--- src/rtl/alu_dispatch.sv ---
// Execute-stage sequencer: decodes one RV32I OP / OP-IMM / LUI word, reads rs1/rs2 through a
// single synchronous register-file port, drives the ALU and writes its result back to rd.

package alu_dispatch_pkg;
    typedef enum logic [3:0] {
        ALU_ADD,
        ALU_SUB,
        ALU_SLL,
        ALU_SLT,
        ALU_SLTU,
        ALU_XOR,
        ALU_SRL,
        ALU_SRA,
        ALU_OR,
        ALU_AND
    } alu_operation_t;

    typedef enum logic [2:0] {
        ST_IDLE,
        ST_READ_RS1,
        ST_READ_RS2,
        ST_EXECUTE,
        ST_WRITEBACK,
        ST_FAULT
    } dispatch_state_t;

    typedef enum logic [1:0] {
        KIND_OP,
        KIND_OP_IMM,
        KIND_LUI
    } instr_kind_t;
endpackage

// Instruction handshake: a word transfers on a rising edge where instruction_valid and
// instruction_ready are both high; ready is high only in IDLE, and the word is decoded on that edge.
module alu_dispatch
    import alu_dispatch_pkg::*;
#(
    parameter int REGISTER_ADDRESS_WIDTH = 5,
    parameter bit ENABLE_LUI             = 1'b1
) (
    input  logic                              clock,
    input  logic                              reset,
    input  logic                              instruction_valid,
    output logic                              instruction_ready,
    input  logic [31:0]                       instruction,
    output logic [REGISTER_ADDRESS_WIDTH-1:0] register_read_address,
    input  logic [31:0]                       register_read_data,
    output logic                              register_write_enable,
    output logic [REGISTER_ADDRESS_WIDTH-1:0] register_write_address,
    output logic [31:0]                       register_write_data,
    output alu_operation_t                    alu_operation,
    output logic signed [31:0]                alu_operand_1,
    output logic signed [31:0]                alu_operand_2,
    input  logic signed [31:0]                alu_result,
    output logic                              retire_valid,
    output logic                              illegal_instruction,
    output dispatch_state_t                   debug_state
);
    localparam int RAW = REGISTER_ADDRESS_WIDTH;
    localparam logic [31:0] REGISTER_COUNT = 32'd1 << RAW;
    localparam logic [6:0] OPCODE_OP     = 7'b0110011;
    localparam logic [6:0] OPCODE_OP_IMM = 7'b0010011;
    localparam logic [6:0] OPCODE_LUI    = 7'b0110111;
    localparam logic [6:0] FUNCT7_ALT    = 7'b0100000;

    dispatch_state_t state_q, state_d;
    instr_kind_t     kind_q, kind_d;
    alu_operation_t  operation_q, operation_d;
    logic [RAW-1:0]  read_address_q, read_address_d;
    logic [RAW-1:0]  write_address_q, write_address_d;
    logic [RAW-1:0]  rs2_q, rs2_d;
    logic            rs1_zero_q, rs1_zero_d;
    logic [19:0]     upper_q, upper_d;
    logic [31:0]     operand_1_q, operand_1_d;
    logic [31:0]     operand_2_q, operand_2_d;

    logic [6:0]      opcode;
    logic [2:0]      funct3;
    logic [6:0]      funct7;
    logic [4:0]      rs1_field;
    logic [4:0]      rs2_field;
    logic [4:0]      rd_field;
    alu_operation_t  dec_operation;
    instr_kind_t     dec_kind;
    logic            dec_illegal;

    assign opcode    = instruction[6:0];
    assign rd_field  = instruction[11:7];
    assign funct3    = instruction[14:12];
    assign rs1_field = instruction[19:15];
    assign rs2_field = instruction[24:20];
    assign funct7    = instruction[31:25];

    function automatic logic out_of_range(input logic [4:0] index);
        return {27'd0, index} >= REGISTER_COUNT;
    endfunction

    function automatic alu_operation_t funct3_operation(input logic [2:0] f3,
                                                        input logic alt_sub,
                                                        input logic alt_sra);
        case (f3)
            3'b000:  return alt_sub ? ALU_SUB : ALU_ADD;
            3'b001:  return ALU_SLL;
            3'b010:  return ALU_SLT;
            3'b011:  return ALU_SLTU;
            3'b100:  return ALU_XOR;
            3'b101:  return alt_sra ? ALU_SRA : ALU_SRL;
            3'b110:  return ALU_OR;
            default: return ALU_AND;
        endcase
    endfunction

    // On OP-IMM the funct7 position is imm[11:5]; it only selects/validates for the shifts.
    always_comb begin
        dec_operation = ALU_ADD;
        dec_kind      = KIND_OP;
        dec_illegal   = 1'b0;
        case (opcode)
            OPCODE_OP: begin
                dec_kind      = KIND_OP;
                dec_operation = funct3_operation(funct3, funct7[5], funct7[5]);
                if (funct7 == FUNCT7_ALT) begin
                    dec_illegal = !(funct3 == 3'b000 || funct3 == 3'b101);
                end else begin
                    dec_illegal = (funct7 != 7'b0000000);
                end
                dec_illegal = dec_illegal | out_of_range(rs1_field)
                            | out_of_range(rs2_field) | out_of_range(rd_field);
            end
            OPCODE_OP_IMM: begin
                dec_kind      = KIND_OP_IMM;
                dec_operation = funct3_operation(funct3, 1'b0, funct7[5]);
                if (funct3 == 3'b001) begin
                    dec_illegal = (funct7 != 7'b0000000);
                end else if (funct3 == 3'b101) begin
                    dec_illegal = (funct7 != 7'b0000000) && (funct7 != FUNCT7_ALT);
                end
                dec_illegal = dec_illegal | out_of_range(rs1_field) | out_of_range(rd_field);
            end
            OPCODE_LUI: begin
                dec_kind      = KIND_LUI;
                dec_operation = ALU_ADD;
                dec_illegal   = !ENABLE_LUI | out_of_range(rd_field);
            end
            default: dec_illegal = 1'b1;
        endcase
    end

    always_comb begin
        state_d         = state_q;
        kind_d          = kind_q;
        operation_d     = operation_q;
        read_address_d  = read_address_q;
        write_address_d = write_address_q;
        rs2_d           = rs2_q;
        rs1_zero_d      = rs1_zero_q;
        upper_d         = upper_q;
        operand_1_d     = operand_1_q;
        operand_2_d     = operand_2_q;
        case (state_q)
            ST_IDLE: begin
                if (instruction_valid) begin
                    if (dec_illegal) begin
                        state_d = ST_FAULT;
                    end else begin
                        state_d         = ST_READ_RS1;
                        kind_d          = dec_kind;
                        operation_d     = dec_operation;
                        read_address_d  = instruction[15 +: RAW];
                        write_address_d = instruction[7 +: RAW];
                        rs2_d           = instruction[20 +: RAW];
                        rs1_zero_d      = (rs1_field == 5'd0);
                        upper_d         = instruction[31:12];
                    end
                end
            end
            ST_READ_RS1: begin
                state_d        = ST_READ_RS2;
                read_address_d = rs2_q;
            end
            ST_READ_RS2: begin
                state_d     = ST_EXECUTE;
                operand_1_d = (kind_q == KIND_LUI || rs1_zero_q) ? 32'd0 : register_read_data;
            end
            ST_EXECUTE: begin
                state_d = ST_WRITEBACK;
                case (kind_q)
                    KIND_OP_IMM: operand_2_d = {{20{upper_q[19]}}, upper_q[19:8]};
                    KIND_LUI:    operand_2_d = {upper_q, 12'd0};
                    default:     operand_2_d = (read_address_q == '0) ? 32'd0 : register_read_data;
                endcase
            end
            ST_WRITEBACK: state_d = ST_IDLE;
            ST_FAULT:     state_d = ST_IDLE;
            default:      state_d = ST_IDLE;
        endcase
    end

    always_ff @(posedge clock) begin
        if (reset) begin
            state_q         <= ST_IDLE;
            kind_q          <= KIND_OP;
            operation_q     <= ALU_ADD;
            read_address_q  <= '0;
            write_address_q <= '0;
            rs2_q           <= '0;
            rs1_zero_q      <= 1'b0;
            upper_q         <= '0;
            operand_1_q     <= '0;
            operand_2_q     <= '0;
        end else begin
            state_q         <= state_d;
            kind_q          <= kind_d;
            operation_q     <= operation_d;
            read_address_q  <= read_address_d;
            write_address_q <= write_address_d;
            rs2_q           <= rs2_d;
            rs1_zero_q      <= rs1_zero_d;
            upper_q         <= upper_d;
            operand_1_q     <= operand_1_d;
            operand_2_q     <= operand_2_d;
        end
    end

    // Pulses are masked while reset is high so a reset in the final cycle never commits.
    assign instruction_ready      = (state_q == ST_IDLE);
    assign register_write_enable  = (state_q == ST_WRITEBACK) && (write_address_q != '0) && !reset;
    assign retire_valid           = (state_q == ST_WRITEBACK) && !reset;
    assign illegal_instruction    = (state_q == ST_FAULT) && !reset;
    assign register_read_address  = read_address_q;
    assign register_write_address = write_address_q;
    assign register_write_data    = alu_result;
    assign alu_operation          = operation_q;
    assign alu_operand_1          = operand_1_q;
    assign alu_operand_2          = operand_2_q;
    assign debug_state            = state_q;
endmodule

--- config.mk ---
export PLATFORM = sky130hd
export DESIGN_NAME = alu_dispatch
export DESIGN_NICKNAME = d
export VERILOG_FILES = /design/src/rtl/alu_dispatch.sv
export SDC_FILE = /design/constraint.sdc
export NUM_CORES = 1
export LEC_CHECK = 0
export BUFFER_PORTS_ARGS = -buffer_cell sky130_fd_sc_hd__buf_2
export CAP_MARGIN = 0
export CORE_ASPECT_RATIO = 0.5
export CORE_MARGIN = 5
export CORE_UTILIZATION = 46
export DETAILED_ROUTE_END_ITERATION = 7
export GPL_ROUTABILITY_DRIVEN = 0
export GPL_TIMING_DRIVEN = 1
export PLACE_DENSITY = 0.86
export SETUP_SLACK_MARGIN = 0.15
export SLEW_MARGIN = 20
export SYNTH_ARGS = -nofsm -noshare
export SYNTH_HDL_FRONTEND = slang
export SYNTH_SLANG_ARGS = --single-unit
--- constraint.sdc ---
create_clock -name clock -period 2.51 [get_ports clock]
set_input_delay 0.251 -clock clock [delete_from_list [all_inputs] [get_ports clock]]
set_output_delay 0.251 -clock clock [all_outputs]
set_load 0.05 [all_outputs]
==> out/qor.csv <==
stage;metric;value;unit
status;status;finished clean;
layout;Final Net Count;751;
place;port bufs;151;
floorplan;Die Y;79.5;um
clock_tree;number of H-tree levels;3;
worst_setup_path;CP max-delay cell;or4_2;
yosys;Cells after Synth;551;
yosys;Post-Synth XOR/XNOR Area;0.394;%
yosys;Ys Warns;0;
worst_setup_path;FF-to-FF setup slack;0.32;ns
pwr;Clock power frac;39.5;%
worst_setup_path;Reg2Reg Depth;5;
worst_setup_path;crit path cell chain;nor4b_2 -> nand4_1 -> or4_2 -> nand3b_1 -> nand2_1;
yosys;Synth Area in Adders;0.564;%
floorplan;die width;149;um
clock_tree;Max Buffers Root-to-Sink;2;
yosys;number of distinct library cells after synthesis;35;
global_routing;vias in the first global route;4080;
route;vias;4403;
yosys;Post-Synth Simple-Gate Area;26.0;%
place;dpl hpwl;9420;um
yosys;#FFs+latches synth;104;
sta;Final TNS setup;0;ns
yosys;area of the mapped netlist;0.00444;mm^2
floorplan;I/O Pins;216;
pwr;Leak Pwr;2.29;nW
clock_tree;latest clock arrival within the worst-skew pair;0.35;ns
floorplan;area of the die;0.0118;mm^2
yosys;Syn Area/Cell;8.06;um^2
layout;layout cells sized above 1;28.5;%
worst_setup_path;Setup crit end kind;flip-flop;
yosys;mux share of post-synthesis cell area;0;%
worst_setup_path;worst path arrival time;2.43;ns
pwr;power per cell area;734;mW/mm^2
sta;unrepaired setup endpoints after global routing;no;
sta;minimum clock period;2.19;ns
pwr;Internal;2.86;mW
layout;fin util;57.5;%
layout;diode count;0;
worst_setup_path;Max FO, Critical Path;19;
floorplan;Initial Utilization;47.2;%
floorplan;Core ar.;0.00942;mm^2
global_routing;Total GRT Usage;21.8;%
yosys;sequential share of the synthesized area;46.9;%
run;max_cap viols;0;
route;Final ANT Viol Nets;0;
sta;Slew @ Worst Pin;0.793;ns
clock_tree;Clock transition at path regs;0.07;ns
pwr;Max IR drop VDD;0.418;mV
global_routing;initial antenna violation count;0;
clock_tree;CTS tree;done;
worst_setup_path;reg-to-reg critical path startpoint;debug_state[1];
sta;slew margin rel.;47.0;%
route;final WL;13600;um
sta;Final period util;87.3;%
layout;Syn-to-layout area delta;21.9;%
clock_tree;Post CTS Setup Buffer Count;0;
route;via density per instance;5.57;
yosys;syn_nets;652;
min_path;worst hold path class;in2reg;
min_path;Min-Delay Endpoint;register_write_address[1];
global_routing;first-pass GRT wire length;20600;um
sta;fmax;0.456;GHz
clock_tree;Clk Tree Root Cell;clkbuf_16;
clock_tree;TritonCTS Buffers;9;
worst_setup_path;Buf+Inv Stages, Crit Path;0;
route;wire per inst;17.2;um
route;DRC;0;
global_routing;total gr overflow;0;
pwr;switching share of total power;28.1;%
sta;# setup viols final;0;
yosys;main combinational cell family by area after synthesis;simple AND/OR/NAND/NOR gates;
worst_setup_path;CP Class;reg2reg;
pwr;switching power;1.12;mW
sta;Hold Vio Cnt, Final;0;
pwr;Flop pwr share;43.8;%
pwr;Comb pwr share;16.6;%
worst_setup_path;WP data required;2.75;ns
layout;fill count;829;
worst_setup_path;max incr delay on CP;0.86;ns
yosys;Synth Area in Compound Gates;16.1;%
min_path;HP Start;instruction[8];
route;drt pass-1 iters;5;
sta;Setup Skew;0.00723;ns
route;Iter 0 DRT Violations;354;
clock_tree;Sink Count;104;
floorplan;row cnt;25;
worst_setup_path;startpoint types;flip-flop;
min_path;hold path cells;3;
sta;max-slew violation count;0;
worst_setup_path;CP top delay family;simple AND/OR/NAND/NOR gates;
worst_setup_path;r2r endpoint;alu_operation[2];
global_routing;largest net degree at the start of global routing;51;
flip-flops by register name, indices dropped and copies added (netlist names):
signal	count
kind_q	2
debug_state	3
register_write_address	5
alu_operation	4
alu_operand_2	32
upper_q	16
alu_operand_1	32
rs1_zero_q	1
register_read_address	5
rs2_q	4
cells in the final DEF, fill, tap and decap left out, types with 2 or more instances in the layout:
cell          n
clkinvlp_4    2
o221a_1       5
or4_1         2
a21oi_1      63
nand4_1       2
o21ai_0       3
ha_1          2
bufinv_16     3
a221oi_1     31
clkbuf_1      2
buf_4        15
and2_1        2
buf_2       150
nand2b_1      5
nand2_1      96
nand3b_1      7
inv_1         4
clkbuf_16     9
o21ai_1       2
dfxtp_1     104
xnor2_1       2
nor2_1       48
nand3_1      37
nor3_1       37
o21a_1        2
nor2b_1       3
and3b_1       2
metrics by stage:
| stage | std cells | setup slack, ns | hold WS [ns] | cell area [um^2] | total power [mW] |
|---|---|---|---|---|---|
| finish | 790 | 0.318 | 0.145 | 5420 | 3.98 |
| global route | 790 | 0.258 | 0.136 | 5420 | 4.12 |
| CTS | 789 | 0.179 | 0.134 | 5400 | 4.00 |
| detailed placement | 773 | 0.165 | 0.442 | 5060 | 2.43 |
| global placement | 773 | 0.244 | 0.437 | 5060 | 2.42 |
| floorplan | 551 | 0.111 | 0.391 | 4450 | 2.36 |
logic make-up after synthesis:
family | after synthesis
adders and majority gates | 2
DFF | 104
AOI/OAI and AO/OA | 110
and+or+nand+nor | 251
xor gates and xnor gates | 2
buffers and inverters | 82
worst max path at each step:
stage | startpoint | end | cells past startpoint
6_report | debug_state[1] | alu_operation[2] | 5
5_1_grt | debug_state[1] | upper_q[15] | 5
4_1_cts | debug_state[1] | register_read_address[0] | 5
3_5_place_dp | instruction[25] | register_read_address[0] | 6
3_3_place_gp | instruction[25] | register_read_address[4] | 6
2_1_floorplan | debug_state[2] | register_write_enable | 4
area by class of cell:
type / instances / area (um^2) / area share [%]
sequential: 104 / 2080 / 38.4
multi-input combinational: 366 / 1950 / 36.0
timing repair buffer: 165 / 863 / 15.9
clock buffer: 11 / 233 / 4.30
tap: 135 / 169 / 3.12
clock inverter: 5 / 105 / 1.94
inverter: 4 / 15.0 / 0.277
tightest hold or removal path, delay by kind of cell:
family	cells	cell delay, ns
and+or+nand+nor	1	0.04
AOI/OAI and AO/OA	1	0.05
buffers and inverters	1	0.09
routing by layer:
layer / up-vias / GRT usage, % / routed length [um]
met5: - / 0 / 0
met4: 0 / 7.40 / 263
met3: 42 / 7.26 / 1300
met2: 212 / 36.4 / 6650
met1: 2057 / 26.8 / 5380
li1: 2092 / - / -
cell usage after synthesis (all sizes together):
| library cell | n | share of area [%] |
|---|---|---|
| a211oi | 1 | 0.17 |
| a21oi | 63 | 7.1 |
| a221oi | 31 | 6.1 |
| a311oi | 1 | 0.20 |
| and2 | 2 | 0.28 |
| and3b | 2 | 0.39 |
| buf | 37 | 6.3 |
| clkbuf | 41 | 3.5 |
| dfxtp | 104 | 47 |
| ha | 2 | 0.56 |
| inv | 4 | 0.34 |
| nand2 | 96 | 8.1 |
| nand2b | 5 | 0.70 |
| nand3 | 37 | 4.2 |
| nand3b | 7 | 1.2 |
| nand4 | 2 | 0.28 |
| nor2 | 49 | 4.1 |
| nor2b | 3 | 0.42 |
| nor3 | 38 | 4.3 |
| nor3b | 2 | 0.34 |
| nor4 | 3 | 0.70 |
| nor4b | 1 | 0.20 |
| o21a | 2 | 0.34 |
| o21ai | 5 | 0.56 |
| o221a | 5 | 1.3 |
| o311ai | 1 | 0.20 |
| o41ai | 1 | 0.20 |
| or3 | 1 | 0.14 |
| or4 | 3 | 0.59 |
| xnor2 | 2 | 0.39 |
power by group through the flow:
stage          logic, mW  registers (mW)  clock network, mW
4_1_cts            0.656            1.74               1.60
6_report           0.661            1.74               1.57
2_1_floorplan      0.387            1.97                  0
5_1_grt            0.702            1.75               1.67
3_3_place_gp       0.645            1.78                  0
3_5_place_dp       0.652            1.78                  0
repair_timing:
action / 4_1_cts / 5_1_grt
hold buffers: 0 / 0
resized for setup: 0 / 1
setup endpoints to repair: 0 / 5
(Power assumes the default switching activity.)
